<file path="config.mk">
export PLATFORM = sky130hd
export DESIGN_NAME = hex_entry_controller
export DESIGN_NICKNAME = d
export VERILOG_FILES = /design/src/rtl/hex_entry_pkg.sv /design/src/rtl/hex_req_arbiter.sv /design/src/rtl/hex_entry_controller.sv
export SDC_FILE = /design/constraint.sdc
export NUM_CORES = 1
export LEC_CHECK = 0
export ABC_AREA = 1
export CORE_MARGIN = 2
export CORE_UTILIZATION = 25
export CTS_BUF_LIST = sky130_fd_sc_hd__clkbuf_8
export CTS_CLUSTER_DIAMETER = 100
export CTS_CLUSTER_SIZE = 14
export DETAILED_ROUTE_END_ITERATION = 6
export SLEW_MARGIN = 30
export SYNTH_ARGS = -nofsm -noshare
export SYNTH_HDL_FRONTEND = slang
export SYNTH_HIERARCHICAL = 1
export SYNTH_SLANG_ARGS = --single-unit
</file>
<file path="constraint.sdc">
create_clock -name clk -period 1.8 [get_ports clk]
set_input_delay 0.45 -clock clk [delete_from_list [all_inputs] [get_ports clk]]
set_output_delay 0.45 -clock clk [all_outputs]
set_load 0.02 [all_outputs]
</file>
<file path="src/rtl/hex_entry_pkg.sv">
// Shared types and defaults for the hex entry controller and its request arbiter.
package hex_entry_pkg;

   localparam int DIGITS_DEF = 4;
   localparam int NIB_W_DEF  = 4;

   // Control state of the entry controller.
   typedef enum logic [1:0] {
      EMPTY,
      ENTRY,
      FULL,
      COMMIT
   } state_e;

   // The single request that wins arbitration in a cycle.
   typedef enum logic [2:0] {
      REQ_NONE,
      REQ_LOAD,
      REQ_BKSP,
      REQ_COMMIT,
      REQ_CLEAR
   } req_e;

endpackage

</file>
<file path="src/rtl/hex_req_arbiter.sv">
// Priority encode of the four button pulses: clear > commit > bksp > load.
// Losing requests in the same cycle are simply not reported.
module hex_req_arbiter
   import hex_entry_pkg::*;
(
   input  logic load_req,
   input  logic bksp_req,
   input  logic clear_req,
   input  logic commit_req,
   output req_e req
);

   // Pick the highest-priority request asserted this cycle.
   always_comb begin
      req = REQ_NONE;
      if (clear_req)       req = REQ_CLEAR;
      else if (commit_req) req = REQ_COMMIT;
      else if (bksp_req)   req = REQ_BKSP;
      else if (load_req)   req = REQ_LOAD;
   end

endmodule

</file>
<file path="src/rtl/hex_entry_controller.sv">
// Nibble-by-nibble hex word entry, MSB first, with backspace/clear and a
// valid/ready commit toward downstream consumers.
// Optional feature macro: HEX_ENTRY_AUTO_COMMIT_EN -- the load that fills the
// last digit also commits the word.
module hex_entry_controller
   import hex_entry_pkg::*;
#(
   parameter  int DIGITS = DIGITS_DEF,
   parameter  int NIB_W  = NIB_W_DEF,
   localparam int CW     = $clog2(DIGITS + 1),
   localparam int W      = DIGITS * NIB_W
) (
   input  logic             clk,
   input  logic             reset_n,
   input  logic [NIB_W-1:0] nib_in,
   input  logic             load_req,
   input  logic             bksp_req,
   input  logic             clear_req,
   input  logic             commit_req,
   input  logic             out_ready,
   output logic [W-1:0]     value,
   output logic [CW-1:0]    cnt,
   output logic             full,
   output logic [W-1:0]     out_data,
   output logic             out_valid,
   output logic             err
);

   localparam logic [CW-1:0] CNT_MAX = CW'(DIGITS);

   state_e          state_q, state_n;
   logic [W-1:0]    value_q, value_n;
   logic [CW-1:0]   cnt_q, cnt_n;
   logic [W-1:0]    odata_q, odata_n;
   logic            err_q, err_n;
   req_e            req;

   // Replace the nibble at digit position pos (0 = most significant).
   // Shift/mask form keeps the position arithmetic free of part-select widths.
   function automatic logic [W-1:0] put_nib(input logic [W-1:0] v,
                                            input logic [CW-1:0] pos,
                                            input logic [NIB_W-1:0] n);
      int sh;
      sh = (DIGITS - 1 - int'(pos)) * NIB_W;
      return (v & ~({{(W-NIB_W){1'b0}}, {NIB_W{1'b1}}} << sh))
           | ({{(W-NIB_W){1'b0}}, n} << sh);
   endfunction

   hex_req_arbiter u_arb (
      .load_req   (load_req),
      .bksp_req   (bksp_req),
      .clear_req  (clear_req),
      .commit_req (commit_req),
      .req        (req)
   );

   // State, entry register, committed word and error pulse.
   always_ff @(posedge clk or negedge reset_n) begin
      if (!reset_n) begin
         state_q <= EMPTY;
         value_q <= '0;
         cnt_q   <= '0;
         odata_q <= '0;
         err_q   <= 1'b0;
      end else begin
         state_q <= state_n;
         value_q <= value_n;
         cnt_q   <= cnt_n;
         odata_q <= odata_n;
         err_q   <= err_n;
      end
   end

   // Next state and datapath for the winning request.
   always_comb begin
      state_n = state_q;
      value_n = value_q;
      cnt_n   = cnt_q;
      odata_n = odata_q;
      err_n   = 1'b0;
      if (req == REQ_CLEAR) begin
         // out_data deliberately keeps its last value.
         state_n = EMPTY;
         value_n = '0;
         cnt_n   = '0;
      end else if (state_q == COMMIT) begin
         // Transfer completes on ready; any other request is refused.
         if (out_ready) begin
            state_n = EMPTY;
            value_n = '0;
            cnt_n   = '0;
         end
         if (req != REQ_NONE) err_n = 1'b1;
      end else begin
         case (req)
            REQ_COMMIT: begin
               if (cnt_q != '0) begin
                  odata_n = value_q;
                  state_n = COMMIT;
               end else begin
                  err_n = 1'b1;
               end
            end
            REQ_BKSP: begin
               if (cnt_q != '0) begin
                  cnt_n   = cnt_q - 1'b1;
                  value_n = put_nib(value_q, cnt_n, '0);
                  state_n = (cnt_n == '0) ? EMPTY : ENTRY;
               end else begin
                  err_n = 1'b1;
               end
            end
            REQ_LOAD: begin
               if (cnt_q == CNT_MAX) begin
                  err_n = 1'b1;
               end else begin
                  value_n = put_nib(value_q, cnt_q, nib_in);
                  cnt_n   = cnt_q + 1'b1;
                  if (cnt_n == CNT_MAX) begin
`ifdef HEX_ENTRY_AUTO_COMMIT_EN
                     odata_n = value_n;
                     state_n = COMMIT;
`else
                     state_n = FULL;
`endif
                  end else begin
                     state_n = ENTRY;
                  end
               end
            end
            default: ;
         endcase
      end
   end

   assign value     = value_q;
   assign cnt       = cnt_q;
   assign full      = (cnt_q == CNT_MAX);
   assign out_data  = odata_q;
   assign out_valid = (state_q == COMMIT);
   assign err       = err_q;

endmodule

</file>
# --- Yosys cells after proc, flatten, opt, wreduce, memory -nomap -nowiden ---
# Index checks and enable logic that the tools add are counted.
totals:
  inputBits: 11
  elab_cells: 72
  out_inout_bits: 38
  register_bits: 38
op_classes:
  n_addsub: 4
  bitwise_logic: 8
  reduce_logical: 9
  shifts: 4
  eq_ne: 11
  muxes: 31
ops:
  columns: ["operator", "n"]
  rows:
  - ["$mux W16", 5]
  - ["$shl A4 B32 Y16 const A", 2]
  - ["$and A16 B16 Y16", 2]
  - ["$not A16 Y16", 2]
  - ["$or A16 B16 Y16", 2]
  - ["$pmux W16 S2", 1]
  - ["$shl A1 B32 Y16 const A", 1]
  - ["$shl A4 B32 Y16", 1]
  - ["$mux W3", 8]
  - ["$mux W2", 7]
  - ["$ne A4 B4 Y1 const B", 3]
  - ["$eq A3 B3 Y1 const B", 3]
  - ["$reduce_and A4 Y1", 2]
  - ["$sub A2 B3 Y4 const A", 2]
  - ["$mux W1", 7]
  - ["$eq A3 B2 Y1 const B", 2]
  - ["$pmux W2 S3", 1]
  - ["$pmux W3 S2", 1]
  - ["$reduce_bool A3 Y1", 2]
  - ["$reduce_and A5 Y1", 1]
  - ["$reduce_bool A5 Y1", 1]
  - ["$reduce_bool A4 Y1", 1]
  - ["$add A3 B1 Y3 const B", 1]
  - ["$eq A3 B1 Y1 const B", 1]
  - ["other kinds (7)", 8]

# --- Longest topological paths before layout ---
depth:
  ltp_word: 10
  mapped_depth: 13
  ltp_nobuf: 12

# --- Modules after synthesis ---
# The synthesis kept the hierarchy.
modules_own_cells:
  columns: ["module", "seq_area_each_um2", "cells_per_inst", "n_inst", "area_each_um2"]
  rows:
  - ["hex_entry_controller", 950.9, 337, 1, 2249.7]
  - ["hex_req_arbiter", 0.0, 6, 1, 35.0]

# --- Least setup slack after synthesis ---
# OpenSTA, ideal clock, no wires.
synth_timing:
  path_kind: "reg2reg"
  start: "reg cnt_q[0] (netlist: cnt[0])"
  end: "reg value_q[10] (netlist: value[10])"
  arrival_ps: 2004
  period_less_slack_ps: 2122
  required_time_ps: 1682
  setup_time_ps: 118
  path_buffers: 2
  setup_slack_ps: -322
  stages_incl_launch_ff: 13
  cell_sequence: "dfrtp_1 clkbuf_1 inv_1 ha_1 nand2_1 clkinv_1 nand2_1 o21ai_2 inv_2 nand3_2 buf_2 nand2_1 nand2_1"
synth_between:
  word_cells_on_any_way: 23
  cone_classes: "3 x add/sub; 3 x eq/ne; 4 x shift; 5 x mux; 6 x bitwise; 2 x reduce/logical"
synth_rtl:
  columns: ["element", "line", "text"]
  rows:
  - ["from (decl)", "hex_entry_controller.sv:33", "logic [CW-1:0] cnt_q, cnt_n;"]
  - ["from (signal assigned)", "hex_entry_controller.sv:68", "cnt_q <= cnt_n;"]
  - ["$eq A3 B3 Y1", null, null]
  - ["via full", "hex_entry_controller.sv:23", "output logic full,"]
  - ["$ne A4 B4 Y1 (no source line)", null, null]
  - ["$reduce_and A4 Y1 (no source line)", null, null]
  - ["to (signal assigned)", "hex_entry_controller.sv:67", "value_q <= value_n;"]
  - ["to (decl)", "hex_entry_controller.sv:32", "logic [W-1:0] value_q, value_n;"]
# The timed path passes the listed nets, and every way through them passes these cells. The select of a mux whose other input is x is not followed.
# A chain may end at the register's enable or synchronous reset.

# --- Worst setup path after layout ---
layout_timing:
  start: "reg value_q[14] (netlist: value[14])"
  end: "out value[14]"
layout_rtl:
  columns: ["element", "line", "text"]
  rows:
  - ["to (decl)", "hex_entry_controller.sv:21", "output logic [W-1:0] value,"]
# No word-level cell between the ends.

==> out/metrics.yaml <==
status: "complete, no violations"
numCtsBuffers: 5
dr.pass1.iters: 5
drt_wl_total_um: 6950
critPathRequiredTime_ns: 1.35
synth_cell_types: 25
drv.max_cap_violation_count: 0
nets: 437
route.detailed.drc: 0
drive_gt1_share_pct: 18.5
path_delay_family: "buffers and inverters"
r2r-end: "state_q[0]"
worst_pin_slew_ns: 0.400
ys_ff_latch: 38
worstSkewPairLatency_ns: 0.30
fmaxAchievable_ghz: 0.570
synth.avg_cell_area_sq_um: 6.66
fin_crit_sh_pct: 97.5
r2r_cells: 10
setup_tns_ns: 0
nFillCells: 886
clk_pin_slew_worst_paths_ns: 0.09
fp.coreArea_sq_mm: 0.00881
clock_skew_ns: 0.00789
cts_max_path_buffers: 2
yosysWarnings: 6
finalNonFillerCells: 530
final_common_cell: "nand2_1"
max_slew_margin_pct: 73.4
worstSetupStartpointType: "flip-flop"
grt_antenna_before_repair: 0
synthCells: 343
finalCriticalPeriod_ns: 1.76
ctsRootBufferMaster: "clkbuf_8"
htree_levels: 2
antenna_cells: 0
crit_fanout: 3
dp.cells: 510
drt_iter0_markers: 158
grt_first_pass_wirelength_um: 11200
die_h_um: 99.6
crit_path_end_kind: "output pin"
floorplan.die_area_sq_mm: 0.00992
drtAntennaViolNets: 0
synth_largest_area_cell: "dfrtp_1"
drv_slew: 0
crit_slowest_cell: "clkdlybuf4s50_1"
finalHoldViolCount: 0
grtUsageTotal_pct: 14.2
initial_core_util_pct: 25.9
worst_ep_arrival_time_ns: 1.31
synth_nets: 359
syn_to_final_growth_pct: 51.9
synth_area_sq_mm: 0.00228
seq_area_frac_synth_pct: 41.6
max_stage_delay_ns: 0.62
path_class: "reg -> out"
setup_viol: 0
synth_top_area_share_pct: 41.6
critical_path.cell_chain: "clkdlybuf4s50_1"
synth.area.top_cells: "dfrtp_1 (42%), nand2_1 (22%), nand3_1 (9.2%)"
place_congestion: 0.848
grt_max_degree: 26
wire_per_inst_um: 13.1
top_level_ports: 49
cts_sinks: 38
pwr_density_cell_mw_per_mm2: 1330
mostFrequentLayoutCells: "nand2_1 (126), nand3_1 (40), dfrtp_1 (36), inv_1 (35), clkdlybuf4s50_1 (31)"
port_buffers: 48
tritoncts: "done"
die_x_um: 99.6
ir_worst_vdd_v: 0.000488
vias: 2393
power_w: 0.00462
rsz0062_at_grt: "no"
hold_path.class: "in -> async"
hpwl_um: 4830
cp_num_buf_inv: 1
rows: 34
grt_overflow_total: 0
crit_start: "value[14]"
grt_pass1_vias: 2303
via_per_inst: 4.52
timing.rr.start: "cnt[0]"
p_leak_nw: 1.89
regToRegSetupSlack_ns: 0.14
-- metal layers --
| metal | routed length [um] | vias to the layer above | track usage [%] | part of all wire (%) |
|---|---|---|---|---|
| met5 | 0 | - | 0 | 0 |
| met4 | 87 | 0 | 3.69 | 1.3 |
| met3 | 369 | 7 | 3.30 | 5.3 |
| met2 | 3230 | 61 | 23.0 | 46 |
| met1 | 3270 | 1101 | 19.1 | 47 |
| li1 | - | 1224 | - | - |
-- where the power goes --
part	switching [W]	total, W	internal, W
Combinational	0.00149	0.00255	0.00106
Clock	0.000345	0.000901	0.000556
Sequential	0.000125	0.00117	0.00104
Total	0.00196	0.00462	0.00266
-- cell usage after synthesis --
cell type,count
nor2_1,32
a21oi_2,2
clkbuf_1,7
inv_1,36
a211oi_1,1
o21ai_0,21
or2_2,1
nor3_1,1
nand3_2,1
nand3_1,42
nand4_1,2
buf_4,1
o21ai_2,1
o21ai_1,3
xnor2_1,1
nor2_2,1
nand2_1,132
ha_1,5
xor2_1,1
a21oi_1,2
clkinv_1,1
nand2_2,1
dfrtp_1,38
buf_2,6
inv_2,4
-- cell type report --
type	count	area (sq um)	share of cell area, %
Tap cell	108	135	3.89
Multi-Input combinational cell	250	1230	35.3
Clock inverter	3	68.8	1.98
Timing Repair Buffer	85	857	24.7
Sequential cell	38	953	27.5
Inverter	41	160	4.62
Clock buffer	5	68.8	1.98
-- cell families after synthesis --
group	count (synthesis)	share of synthesized area [%]
XOR/XNOR	2	0.767
flip-flops	38	41.6
AO/OA/AOI/OAI	30	7.17
buffers and inverters	55	9.53
AND/OR/NAND/NOR	213	38.2
adder cells (fa/ha/maj)	5	2.74
-- metrics by stage --
step	util (%)	hold WS (ns)	cell area, sq um	setup slack (ns)
after floorplan	-	0.154	2310	0.000604
after global placement	34.6	0.398	3050	-0.512
after detailed placement	34.6	0.401	3050	-0.573
after CTS	38.3	0.0709	3370	0.000288
after global routing	39.4	0.0830	3470	0.00373
final	39.4	0.0654	3470	0.0442
-- flip-flops by register name, indices dropped and copies added (netlist names) --
signal,flops
err,1
value,16
state_q,2
cnt,3
out_data,16
-- what timing repair did --
item,4_1_cts,5_1_grt
buffers inserted,7,1
gates cloned,4,1
pin swaps,4,11
hold buffers,0,0
gates resized for setup,47,32
setup endpoints to repair,44,39
-- worst max-delay path by stage --
| stage | end | slack, ns | depth (start not counted) |
|---|---|---|---|
| floorplan | value[10] | 0.0006 | 12 |
| global placement | value[13] | -0.51 | 10 |
| detailed placement | value[13] | -0.57 | 10 |
| CTS | value[10] | 0.0003 | 1 |
| global route | cnt[0] | 0.004 | 13 |
| finish | value[14] | 0.04 | 1 |
No activity file was read; power rests on OpenSTA's default activity.
